`config.mk`:
```
export PLATFORM = sky130hd
export DESIGN_NAME = dotprod_host_driver
export DESIGN_NICKNAME = d
export VERILOG_FILES = /design/src/rtl/dotprod_pkg.sv /design/src/rtl/dotprod_host_driver.sv
export SDC_FILE = /design/constraint.sdc
export NUM_CORES = 1
export LEC_CHECK = 0
export CELL_PAD_IN_SITES_DETAIL_PLACEMENT = 1
export CELL_PAD_IN_SITES_GLOBAL_PLACEMENT = 2
export CORE_ASPECT_RATIO = 1.4
export CORE_UTILIZATION = 19
export DETAILED_ROUTE_END_ITERATION = 16
export MAX_ROUTING_LAYER = met4
export PLACE_DENSITY_LB_ADDON = 0.12
export SLEW_MARGIN = 20
export SYNTH_ARGS = -nofsm -noshare
export SYNTH_HDL_FRONTEND = slang
export SYNTH_SLANG_ARGS = --single-unit
```
`constraint.sdc`:
```
create_clock -name clk -period 2.3 [get_ports clk]
set_input_delay 0.69 -clock clk [delete_from_list [all_inputs] [get_ports clk]]
set_output_delay 0.69 -clock clk [all_outputs]
set_load 0.01 [all_outputs]
```
`src/rtl/dotprod_pkg.sv`:
```
// -----------------------------------------------------------------------------
// dotprod_pkg
//   Shared definitions for the dot-product kernel host driver: the default
//   geometry of the kernel arrays, the driver state encoding and the signed
//   element/accumulator types used by the driver and its environment.
// -----------------------------------------------------------------------------
package dotprod_pkg;

   localparam int ADDR_W = 10;    // kernel array address width
   localparam int DATA_W = 27;    // signed element width of arr_a/arr_b
   localparam int ACC_W  = 64;    // signed accumulator/result width
   localparam int DEPTH  = 1000;  // kernel loop bound (addresses 0..DEPTH-1)

   typedef enum logic [2:0] {
      LOAD,   // accepting operand beats from the host
      FILL,   // zero-filling the unused tail of both arrays
      START,  // one cycle with the array ports released, counter cleared
      RUN,    // kernel running, waiting for w_enable or timeout
      DONE    // result presented on the output channel
   } state_t;

   typedef logic signed [DATA_W-1:0] elem_t;
   typedef logic signed [ACC_W-1:0]  acc_t;

endpackage

```
`src/rtl/dotprod_host_driver.sv`:
```
// -----------------------------------------------------------------------------
// dotprod_host_driver
//   Host-side driver for one dot-product kernel instance. Operand pairs arrive
//   on a valid/ready stream and are written into the kernel's arr_a/arr_b; the
//   unused tail is zero-filled, the kernel is released, and its 64-bit result
//   (or a timeout error) is returned on a valid/ready output channel.
//
// Ports
//   clk, rst_n                  clock, asynchronous active-low reset
//   in_valid/in_ready           operand beat handshake
//   in_a, in_b, in_last         signed operands, end-of-vector marker
//   out_valid/out_ready         result handshake
//   out_result, out_error       signed dot product, timeout flag
//   run_cycles                  RUN-state cycle count of the last job
//   busy                        low only when idle in LOAD with nothing loaded
//   k_r_enable                  kernel hold (kernel runs only while low)
//   k_controlArr                driver owns the kernel array ports
//   k_init_i, k_init_acc        kernel loop/accumulator init (tied to 0)
//   k_we_*, k_addr_*, k_wdata_* kernel array write ports
//   k_w_enable, k_result        kernel done flag and result
// -----------------------------------------------------------------------------
module dotprod_host_driver #(
   parameter int ADDR_W  = dotprod_pkg::ADDR_W,
   parameter int DATA_W  = dotprod_pkg::DATA_W,
   parameter int ACC_W   = dotprod_pkg::ACC_W,
   parameter int DEPTH   = dotprod_pkg::DEPTH,
   parameter int TIMEOUT = 8191,
   parameter int CYC_W   = 16
) (
   input  logic                     clk,
   input  logic                     rst_n,
   // operand stream
   input  logic                     in_valid,
   output logic                     in_ready,
   input  logic signed [DATA_W-1:0] in_a,
   input  logic signed [DATA_W-1:0] in_b,
   input  logic                     in_last,
   // result channel
   output logic                     out_valid,
   input  logic                     out_ready,
   output logic signed [ACC_W-1:0]  out_result,
   output logic                     out_error,
   output logic [CYC_W-1:0]         run_cycles,
   output logic                     busy,
   // kernel interface
   output logic                     k_r_enable,
   output logic                     k_controlArr,
   output logic [ADDR_W-1:0]        k_init_i,
   output logic signed [ACC_W-1:0]  k_init_acc,
   output logic                     k_we_a,
   output logic                     k_we_b,
   output logic [ADDR_W-1:0]        k_addr_a,
   output logic [ADDR_W-1:0]        k_addr_b,
   output logic signed [DATA_W-1:0] k_wdata_a,
   output logic signed [DATA_W-1:0] k_wdata_b,
   input  logic                     k_w_enable,
   input  logic signed [ACC_W-1:0]  k_result
);

   import dotprod_pkg::*;

   localparam logic [ADDR_W-1:0] LAST_PTR    = ADDR_W'(DEPTH - 1);
   localparam logic [CYC_W-1:0]  TIMEOUT_CNT = CYC_W'(TIMEOUT);
   localparam logic [CYC_W-1:0]  CNT_MAX     = '1;

   state_t                    state_q, state_d;
   logic [ADDR_W-1:0]         ptr_q, ptr_d;
   logic [CYC_W-1:0]          cnt_q, cnt_d;
   logic signed [ACC_W-1:0]   result_q, result_d;
   logic                      error_q, error_d;

   logic                      accept;
   logic                      ptr_at_last;
   logic                      timed_out;

   // in_ready is gated by rst_n so that nothing is accepted or written into
   // the kernel arrays while reset is held, even though the state is LOAD.
   assign accept      = in_valid && in_ready;
   assign ptr_at_last = (ptr_q == LAST_PTR);
   assign timed_out   = (cnt_q == TIMEOUT_CNT);

   // ---------------------------------------------------------------------------
   // State and datapath registers
   // ---------------------------------------------------------------------------
   // NOTE: sequential state uses non-blocking assignments so every flop samples
   // the pre-edge values of the others, independent of process ordering.
   always_ff @(posedge clk or negedge rst_n) begin
      if (!rst_n) begin
         state_q  <= LOAD;
         ptr_q    <= '0;
         cnt_q    <= '0;
         result_q <= '0;
         error_q  <= 1'b0;
      end else begin
         state_q  <= state_d;
         ptr_q    <= ptr_d;
         cnt_q    <= cnt_d;
         result_q <= result_d;
         error_q  <= error_d;
      end
   end

   // ---------------------------------------------------------------------------
   // Next-state logic
   // ---------------------------------------------------------------------------
   // NOTE: every combinational output gets a default before the case so no path
   // leaves it unassigned, which would otherwise infer a latch.
   always_comb begin
      state_d = state_q;
      unique case (state_q)
         // The DEPTH-th beat closes the vector whether or not in_last is set;
         // a vector that fills the array exactly needs no zero-fill.
         LOAD:    if (accept && (in_last || ptr_at_last))
                     state_d = ptr_at_last ? START : FILL;
         FILL:    if (ptr_at_last) state_d = START;
         START:   state_d = RUN;
         RUN:     if (k_w_enable || timed_out) state_d = DONE;
         DONE:    if (out_ready) state_d = LOAD;
         default: state_d = LOAD;
      endcase
   end

   // ---------------------------------------------------------------------------
   // Datapath next values: address pointer, run counter, captured result
   // ---------------------------------------------------------------------------
   always_comb begin
      ptr_d    = ptr_q;
      cnt_d    = cnt_q;
      result_d = result_q;
      error_d  = error_q;
      unique case (state_q)
         LOAD:  if (accept) ptr_d = ptr_q + 1'b1;
         FILL:  ptr_d = ptr_q + 1'b1;
         START: cnt_d = '0;
         RUN: begin
            // Done has priority over a timeout detected in the same cycle.
            // The counter is frozen on exit so run_cycles reports the number
            // of RUN cycles that elapsed before the decision.
            if (k_w_enable) begin
               result_d = k_result;
               error_d  = 1'b0;
            end else if (timed_out) begin
               result_d = '0;
               error_d  = 1'b1;
            end else if (cnt_q != CNT_MAX) begin
               cnt_d = cnt_q + 1'b1;
            end
         end
         DONE:  if (out_ready) ptr_d = '0;
         default: ;
      endcase
   end

   // ---------------------------------------------------------------------------
   // Outputs
   // ---------------------------------------------------------------------------
   always_comb begin
      in_ready     = (state_q == LOAD) && rst_n;
      out_valid    = (state_q == DONE);
      busy         = !((state_q == LOAD) && (ptr_q == '0));
      k_r_enable   = (state_q != RUN);
      k_controlArr = (state_q == LOAD) || (state_q == FILL);
      k_we_a       = accept || (state_q == FILL);
      k_we_b       = accept || (state_q == FILL);
      k_wdata_a    = '0;
      k_wdata_b    = '0;
      if (state_q == LOAD) begin
         k_wdata_a = in_a;
         k_wdata_b = in_b;
      end
   end

   assign k_addr_a   = ptr_q;
   assign k_addr_b   = ptr_q;
   assign k_init_i   = '0;
   assign k_init_acc = '0;
   assign out_result = result_q;
   assign out_error  = error_q;
   assign run_cycles = cnt_q;

endmodule

```
==> run metrics <==
Crit Path Max Fanout=6; sequential area share after synthesis=46.1%; startpoint types=flip-flop; Iter 0 DRT Violations=89; Area Growth Syn to Fin=77.5%; CTS tree=done; DRT Pass-1 Iters=4; status=finished, violations left; initial antenna violation count=1; Unique masters post-synth=50; RSZ-0062 raised after global routing=yes; LEAKAGE=0.00411 uW; Highest Clock Rate=418 MHz; placed inst area=8260 sq um; DRC=0; failing checks=setup timing; PwrDens=503 nW/um^2; Final Max Tran Viols=0; VDD IR max=0.000319 V; clock sink count=94; Syn Std Cell Area=5100 sq um; Worst-path clk slew=0.07 ns; syn_area_per_cell=10.2 sq um; GP Congestion=0.724; Max clock buf depth=2; Via-to-Cell Ratio=4.28; worst skew pair latency=0.35 ns; Inst Count DP=1117; largest net degree at the start of global routing=65; count of final hold-check violations=0; Total GRT Usage=16.0%; layout cells sized above 1=25.4%; CP Capture Type=output port; first-pass GRT wire length=32.3 mm; cell count after synthesis=498; fillcell total=2947; HP Start=out_result[48]$_DFFE_PN0P_; Hold Slack=0.497 ns; final setup violation count=28; Final HPWL DP=15.2 mm; relative slew slack=47.0%; via count=4957; Finished Layout Cells=1159; Worst Setup Slack, final=-0.0898 ns; Req. time, crit path=1.61 ns; total CTS buffers=9; starting density of the core=19.4%; vias in the first global route=5587; final net count=957; number of max-cap violations=0; Overall Power=4560 uW; post-DR wirelength/cell=18.4 um; WL final=21.4 mm; actual slew at the worst max-slew pin=0.795 ns; antenna viol nets, final=0; Final min period=2.39 ns; Yosys warning count=0; hold crit path type=reg2reg; core footprint=26300 sq um; FP Rows=70; #FFs+latches synth=94; critical path arrival=1.70 ns; clk_skew=0.00732 ns; IO Port Bufs=285; CTS root buf=clkbuf_16; Die Height=196 um; Final Cell Area=9060 sq um; period utilization=104%; overall die area=27500 sq um; Remaining Overflow, GRT=0; H-tree levels=3; I/O pin count=360; WS Path Type=reg2out; Reg2Reg Launch Point=run_cycles[0]$_DFFE_PN0P_; Critical Path Start=state_q[2]$_DFFE_PN0P_; die width=141 um
-- sequential cells by signal, indices dropped and copies added, names as in the netlist --
| register | cells |
|---|---|
| k_addr_a | 10 |
| state_q | 3 |
| out_result | 64 |
| run_cycles | 16 |
| out_error | 1 |
-- power by group --
| part | total [uW] | switching [uW] | internal, uW |
|---|---|---|---|
| combinational | 1250 | 543 | 710 |
| sequential | 1860 | 84.8 | 1780 |
| clock | 1440 | 656 | 786 |
| total | 4560 | 1280 | 3280 |
-- final cells by class --
cell class / instances / area (sq um) / area share (%)
antenna: 1 / 2.50 / 0.0276
clock buffer: 12 / 256 / 2.83
clock inverter: 3 / 20.0 / 0.221
inverter: 16 / 60.1 / 0.663
multi-input combinational: 348 / 2330 / 25.7
sequential: 94 / 2350 / 26.0
tap: 324 / 405 / 4.48
timing repair buffer: 361 / 3630 / 40.1
-- critical path, stage by stage (launching register included) --
cell and delay (ns):
dfrtp_1 0.42, nor3_4 0.24, buf_6 0.13, buf_6 0.12, buf_16 0.12, buf_6 0.09, and2_4 0.13, buf_6 0.09
-- final timing paths --
check	end	depth (start not counted)	slack [ns]
worst min-delay path	out_result[48]$_DFFE_PN0P_	1	0.50
min in group asynchronous	out_result[43]$_DFFE_PN0P_	3	0.59
worst min register to register	out_result[48]$_DFFE_PN0P_	1	0.50
worst max-delay path	k_wdata_b[9]	7	-0.09
worst max register to register	out_result[29]$_DFFE_PN0P_	7	0.24
max in group asynchronous	out_result[7]$_DFFE_PN0P_	4	0.50
-- through the flow --
| step | setup WS (ns) | TNS, ns | util [%] |
|---|---|---|---|
| CTS | -0.166 | -3.99 | 34.0 |
| finish | -0.0898 | -1.31 | 34.5 |
| global placement | -0.534 | -12.17 | 31.4 |
| detailed placement | -0.576 | -12.31 | 31.4 |
| floorplan | 0.180 | 0 | - |
| global route | -0.150 | -4.17 | 34.5 |
-- cell usage in the layout, fill, tap and decap left out, types with 8 or more instances in the layout --
| cell | count |
|---|---|
| clkdlybuf4s50_1 | 222 |
| conb_1 | 74 |
| and2_1 | 14 |
| o211ai_1 | 8 |
| nand3_1 | 14 |
| buf_4 | 56 |
| o21ai_0 | 11 |
| inv_1 | 14 |
| buf_6 | 52 |
| and2_4 | 45 |
| buf_2 | 16 |
| a22o_1 | 65 |
| dfrtp_1 | 94 |
| nor2_1 | 18 |
| nand2_1 | 13 |
| clkbuf_16 | 9 |
-- repair_timing --
item / in CTS / in global routing
endpoints found under the setup margin: 61 / 60
buffers inserted: 24 / 1
hold buffers: 0 / 0
resized for setup: 282 / 83
cloned: 7 / 0
pin swaps: 8 / 31
-- metal layers --
metal | wire length (um) | GRT usage [%] | up-vias
li1 | - | - | 2256
met1 | 7600 | 15.6 | 2402
met2 | 11400 | 29.5 | 273
met3 | 1790 | 4.61 | 26
met4 | 580 | 6.40 | 0
met5 | 0 | - | -
-- cell families (layout without fill, tap and decap cells) --
family                   after synthesis  in the layout  synth area share [%]
AND/OR/NAND/NOR                      151            151                  16.8
buffers and inverters                129            392                  17.0
AO/OA/AOI/OAI                        111            111                  17.7
flip-flops                            94             94                  46.1
XOR/XNOR                               8              8                  1.37
adder cells (fa/ha/maj)                3              3                 0.736
other                                  1             75                0.0735
multiplexers                           1              1                 0.196
-- Yosys cell counts (all sizes together) --
library cell / count / area share [%]
dfrtp: 94 / 46
ha: 3 / 0.74
nor4b: 2 / 0.34
o21ai: 13 / 1.5
o211a: 1 / 0.20
a21o: 1 / 0.15
o311ai: 2 / 0.69
xnor2: 1 / 0.17
nand2: 14 / 1.1
nor3: 11 / 1.2
mux2i: 1 / 0.20
a2bb2oi: 3 / 0.52
o22ai: 1 / 0.12
a21oi: 7 / 0.69
o2111a: 1 / 0.22
or3: 4 / 0.49
a22oi: 2 / 0.29
nor4: 5 / 0.61
conb: 1 / 0.073
nand2b: 1 / 0.12
and4: 1 / 0.17
inv: 16 / 1.2
nand4: 7 / 0.86
o41ai: 1 / 0.17
or4: 3 / 0.44
nand3: 15 / 1.6
a22o: 65 / 11
nand3b: 1 / 0.15
o21bai: 1 / 0.15
nand4b: 2 / 0.34
o211ai: 8 / 1.2
o31ai: 2 / 0.29
or2: 1 / 0.12
and2: 59 / 7.2
and3: 5 / 0.61
a21boi: 1 / 0.15
a31oi: 2 / 0.25
nor2: 20 / 1.5
xor2: 7 / 1.2
buf: 100 / 15
clkbuf: 13 / 0.96
Note: power is estimated with default switching activity, not from simulation.
